## config.mk

```make
export PLATFORM = sky130hd
export DESIGN_NAME = div_unit
export DESIGN_NICKNAME = d
export VERILOG_FILES = /design/src/rtl/div_unit.sv
export SDC_FILE = /design/constraint.sdc
export NUM_CORES = 1
export LEC_CHECK = 0
export ABC_AREA = 1
export CAP_MARGIN = 20
export CORE_MARGIN = 5
export CORE_UTILIZATION = 59
export DETAILED_ROUTE_END_ITERATION = 7
export GPL_TIMING_DRIVEN = 0
export PLACE_DENSITY = 0.82
export SLEW_MARGIN = 15
export SYNTH_ARGS = -nofsm -noshare
export SYNTH_HDL_FRONTEND = slang
export SYNTH_SLANG_ARGS = --single-unit
```

## constraint.sdc

```tcl
create_clock -name clk -period 3.6 [get_ports clk]
set_clock_uncertainty 0.2 [all_clocks]
set_input_delay 0.54 -clock clk [delete_from_list [all_inputs] [get_ports clk]]
set_output_delay 0.54 -clock clk [all_outputs]
set_load 0.02 [all_outputs]
```

## src/rtl/div_unit.sv

```systemverilog
// Multi-cycle restoring divider for DIV/DIVU in the EX stage.
// Produces {remainder, quotient}; ready_o rises DATA_W+2 edges after acceptance (2 for a zero divisor).
module div_unit #(
  parameter int DATA_W = 32,
  parameter int CNT_W  = 6
) (
  input  logic                  clk,
  input  logic                  rst,
  input  logic                  signed_div_i,
  input  logic [DATA_W-1:0]     opdata1_i,
  input  logic [DATA_W-1:0]     opdata2_i,
  input  logic                  start_i,
  input  logic                  annul_i,
  output logic [2*DATA_W-1:0]   result_o,
  output logic                  ready_o
);

  typedef enum logic [1:0] {S_FREE, S_ZERO, S_ON, S_END} state_t;

  state_t                state_reg, state_next;
  logic [CNT_W-1:0]      cnt_reg, cnt_next;
  logic [DATA_W-1:0]     rem_reg, rem_next;
  logic [DATA_W-1:0]     quo_reg, quo_next;
  logic [DATA_W-1:0]     dsr_reg, dsr_next;
  logic                  sgn_reg, sgn_next;
  logic                  neg1_reg, neg1_next;
  logic                  neg2_reg, neg2_next;
  logic [2*DATA_W-1:0]   result_reg, result_next;
  logic                  ready_reg, ready_next;

  logic                  accept;
  logic                  last_step;
  logic [DATA_W-1:0]     mag1;
  logic [DATA_W-1:0]     mag2;
  logic [DATA_W:0]       shifted;
  logic [DATA_W:0]       diff;

  assign accept    = start_i && !annul_i;
  assign last_step = (cnt_reg == CNT_W'(DATA_W));
  assign mag1      = (signed_div_i && opdata1_i[DATA_W-1]) ? -opdata1_i : opdata1_i;
  assign mag2      = (signed_div_i && opdata2_i[DATA_W-1]) ? -opdata2_i : opdata2_i;
  // quo_reg doubles as the dividend shift register; its MSB feeds the partial remainder
  assign shifted   = {rem_reg, quo_reg[DATA_W-1]};
  assign diff      = shifted - {1'b0, dsr_reg};

  always_ff @(posedge clk) begin
    if (rst) begin
      state_reg  <= S_FREE;
      cnt_reg    <= '0;
      rem_reg    <= '0;
      quo_reg    <= '0;
      dsr_reg    <= '0;
      sgn_reg    <= 1'b0;
      neg1_reg   <= 1'b0;
      neg2_reg   <= 1'b0;
      result_reg <= '0;
      ready_reg  <= 1'b0;
    end else begin
      state_reg  <= state_next;
      cnt_reg    <= cnt_next;
      rem_reg    <= rem_next;
      quo_reg    <= quo_next;
      dsr_reg    <= dsr_next;
      sgn_reg    <= sgn_next;
      neg1_reg   <= neg1_next;
      neg2_reg   <= neg2_next;
      result_reg <= result_next;
      ready_reg  <= ready_next;
    end
  end

  always_comb begin
    state_next = state_reg;
    case (state_reg)
      S_FREE: begin
        if (accept) state_next = (opdata2_i == '0) ? S_ZERO : S_ON;
      end
      S_ZERO: state_next = S_END;
      S_ON: begin
        if (annul_i)        state_next = S_FREE;
        else if (last_step) state_next = S_END;
      end
      S_END: begin
        if (!start_i) state_next = S_FREE;
      end
      default: state_next = S_FREE;
    endcase
  end

  always_comb begin
    cnt_next    = cnt_reg;
    rem_next    = rem_reg;
    quo_next    = quo_reg;
    dsr_next    = dsr_reg;
    sgn_next    = sgn_reg;
    neg1_next   = neg1_reg;
    neg2_next   = neg2_reg;
    result_next = result_reg;
    ready_next  = ready_reg;
    case (state_reg)
      S_FREE: begin
        result_next = '0;
        ready_next  = 1'b0;
        if (accept) begin
          cnt_next  = '0;
          rem_next  = '0;
          quo_next  = mag1;
          dsr_next  = mag2;
          sgn_next  = signed_div_i;
          neg1_next = opdata1_i[DATA_W-1];
          neg2_next = opdata2_i[DATA_W-1];
        end
      end
      S_ZERO: begin
        rem_next = '0;
        quo_next = '0;
      end
      S_ON: begin
        if (annul_i) begin
          cnt_next = '0;
        end else if (!last_step) begin
          if (!diff[DATA_W]) begin
            rem_next = diff[DATA_W-1:0];
            quo_next = {quo_reg[DATA_W-2:0], 1'b1};
          end else begin
            rem_next = shifted[DATA_W-1:0];
            quo_next = {quo_reg[DATA_W-2:0], 1'b0};
          end
          cnt_next = cnt_reg + CNT_W'(1);
        end else begin
          // Sign fix-up: quotient follows sign mismatch, remainder follows the dividend
          quo_next = (sgn_reg && (neg1_reg ^ neg2_reg)) ? -quo_reg : quo_reg;
          rem_next = (sgn_reg && neg1_reg) ? -rem_reg : rem_reg;
          cnt_next = '0;
        end
      end
      S_END: begin
        if (start_i) begin
          result_next = {rem_reg, quo_reg};
          ready_next  = 1'b1;
        end else begin
          result_next = '0;
          ready_next  = 1'b0;
        end
      end
      default: begin
        result_next = '0;
        ready_next  = 1'b0;
      end
    endcase
  end

  assign result_o = result_reg;
  assign ready_o  = ready_reg;

endmodule

```

==> impl_metrics.json, run 1 <==
{
  "place_area_um2": 15100,
  "r2r-start": "quo_reg[31]",
  "wl_met2_um": 19300,
  "wl_met1_um": 20600,
  "whs_path_depth": 2,
  "wl_met3_um": 5880,
  "synth.distinct_cells": 43,
  "syn-num-nets": 2437,
  "cp_top_family": "simple AND/OR/NAND/NOR gates",
  "drt_iter0_drc": 1827,
  "yosysTopAreaCell": "dfxtp_1",
  "core_area_um2": 22500,
  "arrival_ns": 3.37,
  "clock-sinks": 172,
  "synth_top_area_share_pct": 25.7,
  "fin_crit_sh_pct": 88.8,
  "antenna_cells": 0,
  "cp_common_cell": "nand2_1",
  "post-place-ws_ns": 0.413,
  "drv_slew": 0,
  "fin_crit_ns": 3.20,
  "wl_um": 47100,
  "crit_buf_inv": 3,
  "ys_top_cells_by_area": "dfxtp_1, nand2_1, inv_1, a21oi_1, nand3_1",
  "syn_area_um2": 13400,
  "finalNetCount": 2588,
  "dr.pass1.iters": 6,
  "syn_area_per_cell_um2": 5.77,
  "gp_congestion": 1.02,
  "hold_viol_final": 0,
  "wl_per_cell_um": 17.0,
  "cts_made_buffers": 17,
  "worst_pin_slew_ns": 0.890,
  "async_flop_share_pct": 0,
  "worstHoldPathType": "flop to flop",
  "synth-main-ff-cell": "dfxtp_1",
  "hp-start": "result_o[38]",
  "post_cts_buffers": 0,
  "top_layer": "met4",
  "synth_edf_count": 0,
  "port_buffers": 132,
  "largest_register_ffs": 64,
  "ir_worst_vdd_mv": 0.327,
  "yosysMostFrequentCell": "nand2_1",
  "synth_seq_cells": 172,
  "io_pins": 134,
  "worstPathMaxFanout": 10,
  "slew_headroom_pct": 40.7,
  "grt_max_degree": 21,
  "track_usage_pct": 35.2,
  "h-tree-depth": 4,
  "worst_slack_ns": 0.403,
  "fin_area_um2": 15700,
  "clkTransAtPathRegs_ns": 0.08,
  "first_global_vias": 14300,
  "end_kind": "flop",
  "yosysSeqAreaShare_pct": 25.7,
  "fp.dieH_um": 161,
  "die-area_um2": 25900,
  "setup_violations": 0,
  "insertion_delay_ns": 0.45,
  "syn2layout_area_growth_pct": 17.3,
  "avgViaCountPerCell": 5.68,
  "r2r.worst_path.cells": 17,
  "final.setup.tns_ns": 0,
  "initial_utilization_pct": 59.6,
  "netlist_instances": 2325,
  "ant_nets": 0,
  "drv_cap": 0,
  "ys_warn_count": 0,
  "die_w_um": 161,
  "multi_input_area_um2": 8190,
  "clk_path_buf_depth": 2,
  "leakage_uw": 0.00744,
  "cts_hold_buf": 0,
  "postCtsResizedCells": 0,
  "slowest_stage": "dfxtp_1",
  "fillers": 2097,
  "seq_area_um2": 3440,
  "holdPathEnd": "result_o[38]",
  "max_freq_ghz": 0.313,
  "rows": 55,
  "grt_pass1_wl_um": 73500,
  "crit_required_ns": 3.77,
  "cts_tree": "yes",
  "rsz0062_at_grt": "no",
  "crit_type": "flop to flop",
  "cts-root-buf": "clkbuf_16",
  "vias": 15800,
  "path_cells": "inv_1 > ha_1 > fa_1 > inv_1 > nand2_1 > nand2_1 > nand3_1 > nand2_1 > nand2_1 > nand2_2 > nand2_2 > nand3_2 > buf_2 > nand3_1 > nand3_1 > nand2_1 > a21oi_1",
  "reg2reg_to": "rem_reg[23]",
  "hpwl_um": 37500,
  "reg2reg_setup_slack_ns": 0.40,
  "overflow": 0,
  "drive_gt1_share_pct": 3.13,
  "max_stage_delay_ns": 0.43,
  "p_per_area_nw_per_um2": 558,
  "antenna_found_initial": 0,
  "cp-start-kind": "flop",
  "status": "complete, no violations",
  "drc": 0,
  "cp.depth": 17,
  "synth_common_cells": "nand2_1, inv_1, a21oi_1"
}
==> worst max-delay path by stage <==
stage | from | to | slack, ns
6_report | quo_reg[31] | rem_reg[23] | 0.40
5_1_grt | quo_reg[31] | rem_reg[23] | 0.14
4_1_cts | quo_reg[31] | rem_reg[28] | 0.46
3_5_place_dp | opdata1_i[0] | quo_reg[16] | 0.41
3_3_place_gp | opdata1_i[0] | quo_reg[16] | 0.41
2_1_floorplan | quo_reg[31] | rem_reg[28] | 1.09
==> metal layers <==
| metal | up-vias | track usage (%) |
|---|---|---|
| met5 | - | 0 |
| met4 | 0 | 10.7 |
| met3 | 110 | 7.98 |
| met2 | 850 | 51.9 |
| met1 | 7097 | 51.3 |
| li1 | 7696 | - |
==> cells in the final DEF, fill, tap and decap left out, drive strengths merged, types with 6 or more instances in the layout <==
master	instances
nand2	684
inv	381
a21oi	237
nor2	202
nand3	188
dfxtp	172
clkdlybuf4s50	132
o21ai	114
clkbuf	77
xor2	48
ha	42
nor3	39
nand4	32
buf	27
o211ai	22
xnor2	19
nand3b	12
or2	11
a31oi	10
clkinv	10
nor4	6
==> tightest hold or removal path: stages, from the launching register on <==
cell and delay [ns]:
dfxtp_1 0.31, nand2_1 0.06, a21oi_1 0.05
==> area by class of cell <==
type | instances | area share [%]
inverter | 377 | 8.99
multi-input combinational | 1689 | 52.0
timing repair buffer | 132 | 8.39
buffer | 87 | 2.35
clock inverter | 15 | 1.38
clock buffer | 17 | 2.70
sequential | 172 | 21.9
tap | 285 | 2.27
==> cell families after synthesis <==
| logic type | Yosys count | share of synthesized area (%) |
|---|---|---|
| and+or+nand+nor | 1181 | 37.0 |
| xor gates and xnor gates | 67 | 4.37 |
| adders and majority gates | 43 | 4.07 |
| buffers and inverters | 464 | 13.3 |
| DFF | 172 | 25.7 |
| AOI/OAI and AO/OA | 398 | 15.6 |
==> power by group <==
group / switching, µW / total, µW / leakage [µW] / internal [µW]
Combinational: 2980 / 4250 / 0.00573 / 1270
Sequential: 394 / 2560 / 0.00140 / 2160
Clock: 965 / 1990 / 0.000311 / 1020
==> stage by stage <==
| stage | hold slack (ns) | std cells | power, µW | util, % |
|---|---|---|---|---|
| 3_3_place_gp | 0.252 | 2742 | 6570 | 67.1 |
| 4_1_cts | 0.268 | 2774 | 8620 | 69.9 |
| 6_report | 0.267 | 2774 | 8790 | 69.9 |
| 2_1_floorplan | 0.250 | 2325 | 5320 | - |
| 5_1_grt | 0.282 | 2774 | 9350 | 69.9 |
| 3_5_place_dp | 0.256 | 2742 | 6630 | 67.1 |
Note: power is estimated with default switching activity, not from simulation.
==> run 2: changes to the inputs <==
- clock period: 3.6 -> 3.13 ns (I/O delays scaled with it)
==> run 2 against run 1 <==
Largest cell class unchanged. Design area about the same. Wire length up 0.45%. Final cell count unchanged. Highest routed layer unchanged. Global-route usage unchanged. Worst hold slack about the same. Die area unchanged. Largest power group unchanged. Setup slack worse by 0.26 ns. Clock power up 16%. Sequential share of layout area about the same. Core utilization about the same. Count of clock-buffer cells in the layout unchanged. First-iteration DRC count up 6.1%. Critical path type unchanged.
==> impl_metrics.json, run 2 (synthesized netlist as in run 1, its figures left out) <==
{
  "ir_worst_vdd_mv": 0.377,
  "clock-sinks": 172,
  "worst_slack_ns": 0.145,
  "slew_headroom_pct": 42.0,
  "reg2reg_setup_slack_ns": 0.15,
  "worst_pin_slew_ns": 0.863,
  "grt_max_degree": 21,
  "cts_tree": "yes",
  "reg2reg_to": "rem_reg[23]",
  "whs_path_depth": 2,
  "drv_slew": 0,
  "grt_pass1_wl_um": 73500,
  "track_usage_pct": 35.2,
  "cp-start-kind": "flop",
  "wl_um": 47300,
  "crit_type": "flop to flop",
  "final_cell_mix": "nand2_1, inv_1, a21oi_1, nor2_1, nand3_1",
  "avgViaCountPerCell": 5.70,
  "p_per_area_nw_per_um2": 644,
  "setup_violations": 0,
  "holdPathEnd": "result_o[45]",
  "arrival_ns": 3.15,
  "port_buffers": 132,
  "r2r.worst_path.cells": 17,
  "h-tree-depth": 4,
  "drive_gt1_share_pct": 3.33,
  "cts-root-buf": "clkbuf_16",
  "cts_made_buffers": 17,
  "max_freq_ghz": 0.335,
  "worstPathMaxFanout": 10,
  "post-place-ws_ns": 0.0135,
  "wl_per_cell_um": 17.1,
  "vias": 15800,
  "hp-start": "result_o[45]",
  "gp_congestion": 1.02,
  "fp.dieH_um": 161,
  "rows": 55,
  "drv_cap": 0,
  "initial_utilization_pct": 59.6,
  "worstHoldPathType": "flop to flop",
  "drc": 0,
  "status": "complete, no violations",
  "dpl.cell_count": 2742,
  "core_area_um2": 22500,
  "io_pins": 134,
  "fin_crit_sh_pct": 95.4,
  "clk_path_buf_depth": 2,
  "overflow": 0,
  "crit_required_ns": 3.30,
  "syn2layout_area_growth_pct": 17.4,
  "antenna_cells": 0,
  "finalNetCount": 2588,
  "ant_nets": 0,
  "largest_register_ffs": 64,
  "hpwl_um": 37500,
  "clkTransAtPathRegs_ns": 0.08,
  "final_common_cell": "nand2_1",
  "stdcell_count": 2774,
  "hold_viol_final": 0,
  "insertion_delay_ns": 0.44,
  "first_global_vias": 14300,
  "antenna_found_initial": 0,
  "dr.pass1.iters": 6,
  "end_kind": "flop",
  "p_total_uw": 10100,
  "r2r-start": "quo_reg[31]",
  "fin_crit_ns": 2.98,
  "die_w_um": 161,
  "leakage_uw": 0.00744,
  "die-area_um2": 25900,
  "drt_iter0_drc": 1939
}
## run 2: cell counts in the layout (fill, tap and decap cells not counted)
No cell type changed its count.
## run 2: final cells by class
| type | count | area (µm²) |
|---|---|---|
| buffer | 87 | 370 |
| clock buffer | 17 | 425 |
| clock inverter | 15 | 218 |
| fill | 2099 | 6750 |
| inverter | 377 | 1420 |
| multi-input combinational | 1689 | 8200 |
| sequential | 172 | 3450 |
| tap | 285 | 357 |
| timing repair buffer | 132 | 1320 |
## run 2: through the flow
stage,setup TNS (ns),util (%),hold WS (ns),cell area [µm²]
after floorplan,0,-,0.250,13400
after global placement,0,67.1,0.252,15100
after detailed placement,0,67.1,0.256,15100
after CTS,0,70.0,0.268,15700
after global routing,-0.333,70.0,0.282,15800
final,0,70.0,0.267,15800
## run 2: routing by layer
| layer | vias up | wire length [µm] | GRT usage (%) |
|---|---|---|---|
| met4 | 0 | 1250 | 10.7 |
| met1 | 7089 | 20700 | 51.3 |
| met5 | - | 0 | 0 |
| met2 | 915 | 19400 | 51.9 |
| met3 | 106 | 5960 | 7.98 |
| li1 | 7693 | - | - |
## run 2: where the power goes
part | switching [µW] | internal [µW] | total, µW
Sequential | 452 | 2490 | 2940
Clock | 1120 | 1180 | 2300
Combinational | 3450 | 1460 | 4910
## run 2: how the worst max path moves through the flow
stage	start	to	depth (start not counted)
2_1_floorplan	quo_reg[31]	rem_reg[28]	20
3_3_place_gp	opdata1_i[0]	quo_reg[16]	13
3_5_place_dp	opdata1_i[0]	quo_reg[16]	13
4_1_cts	quo_reg[31]	rem_reg[28]	20
5_1_grt	quo_reg[31]	rem_reg[23]	19
6_report	quo_reg[31]	rem_reg[23]	17
## run 2: repair_timing
item | in CTS | in global routing
hold buffers | 0 | 0
buffers inserted | 0 | 0
setup endpoints to repair | 2 | 33
pin swaps | 0 | 1
resized for setup | 2 | 3
## run 2: critical path, stage by stage, from the launching register on
cell     delay [ns]
dfxtp_2        0.38
inv_1          0.09
ha_2           0.24
fa_2           0.36
inv_1          0.10
nand2_1        0.05
nand2_1        0.10
nand3_1        0.12
nand2_2        0.14
nand2_1        0.08
nand2_2        0.09
nand2_2        0.07
nand3_2        0.14
buf_2          0.25
nand3_1        0.10
nand3_1        0.14
nand2_1        0.10
a21oi_1        0.13
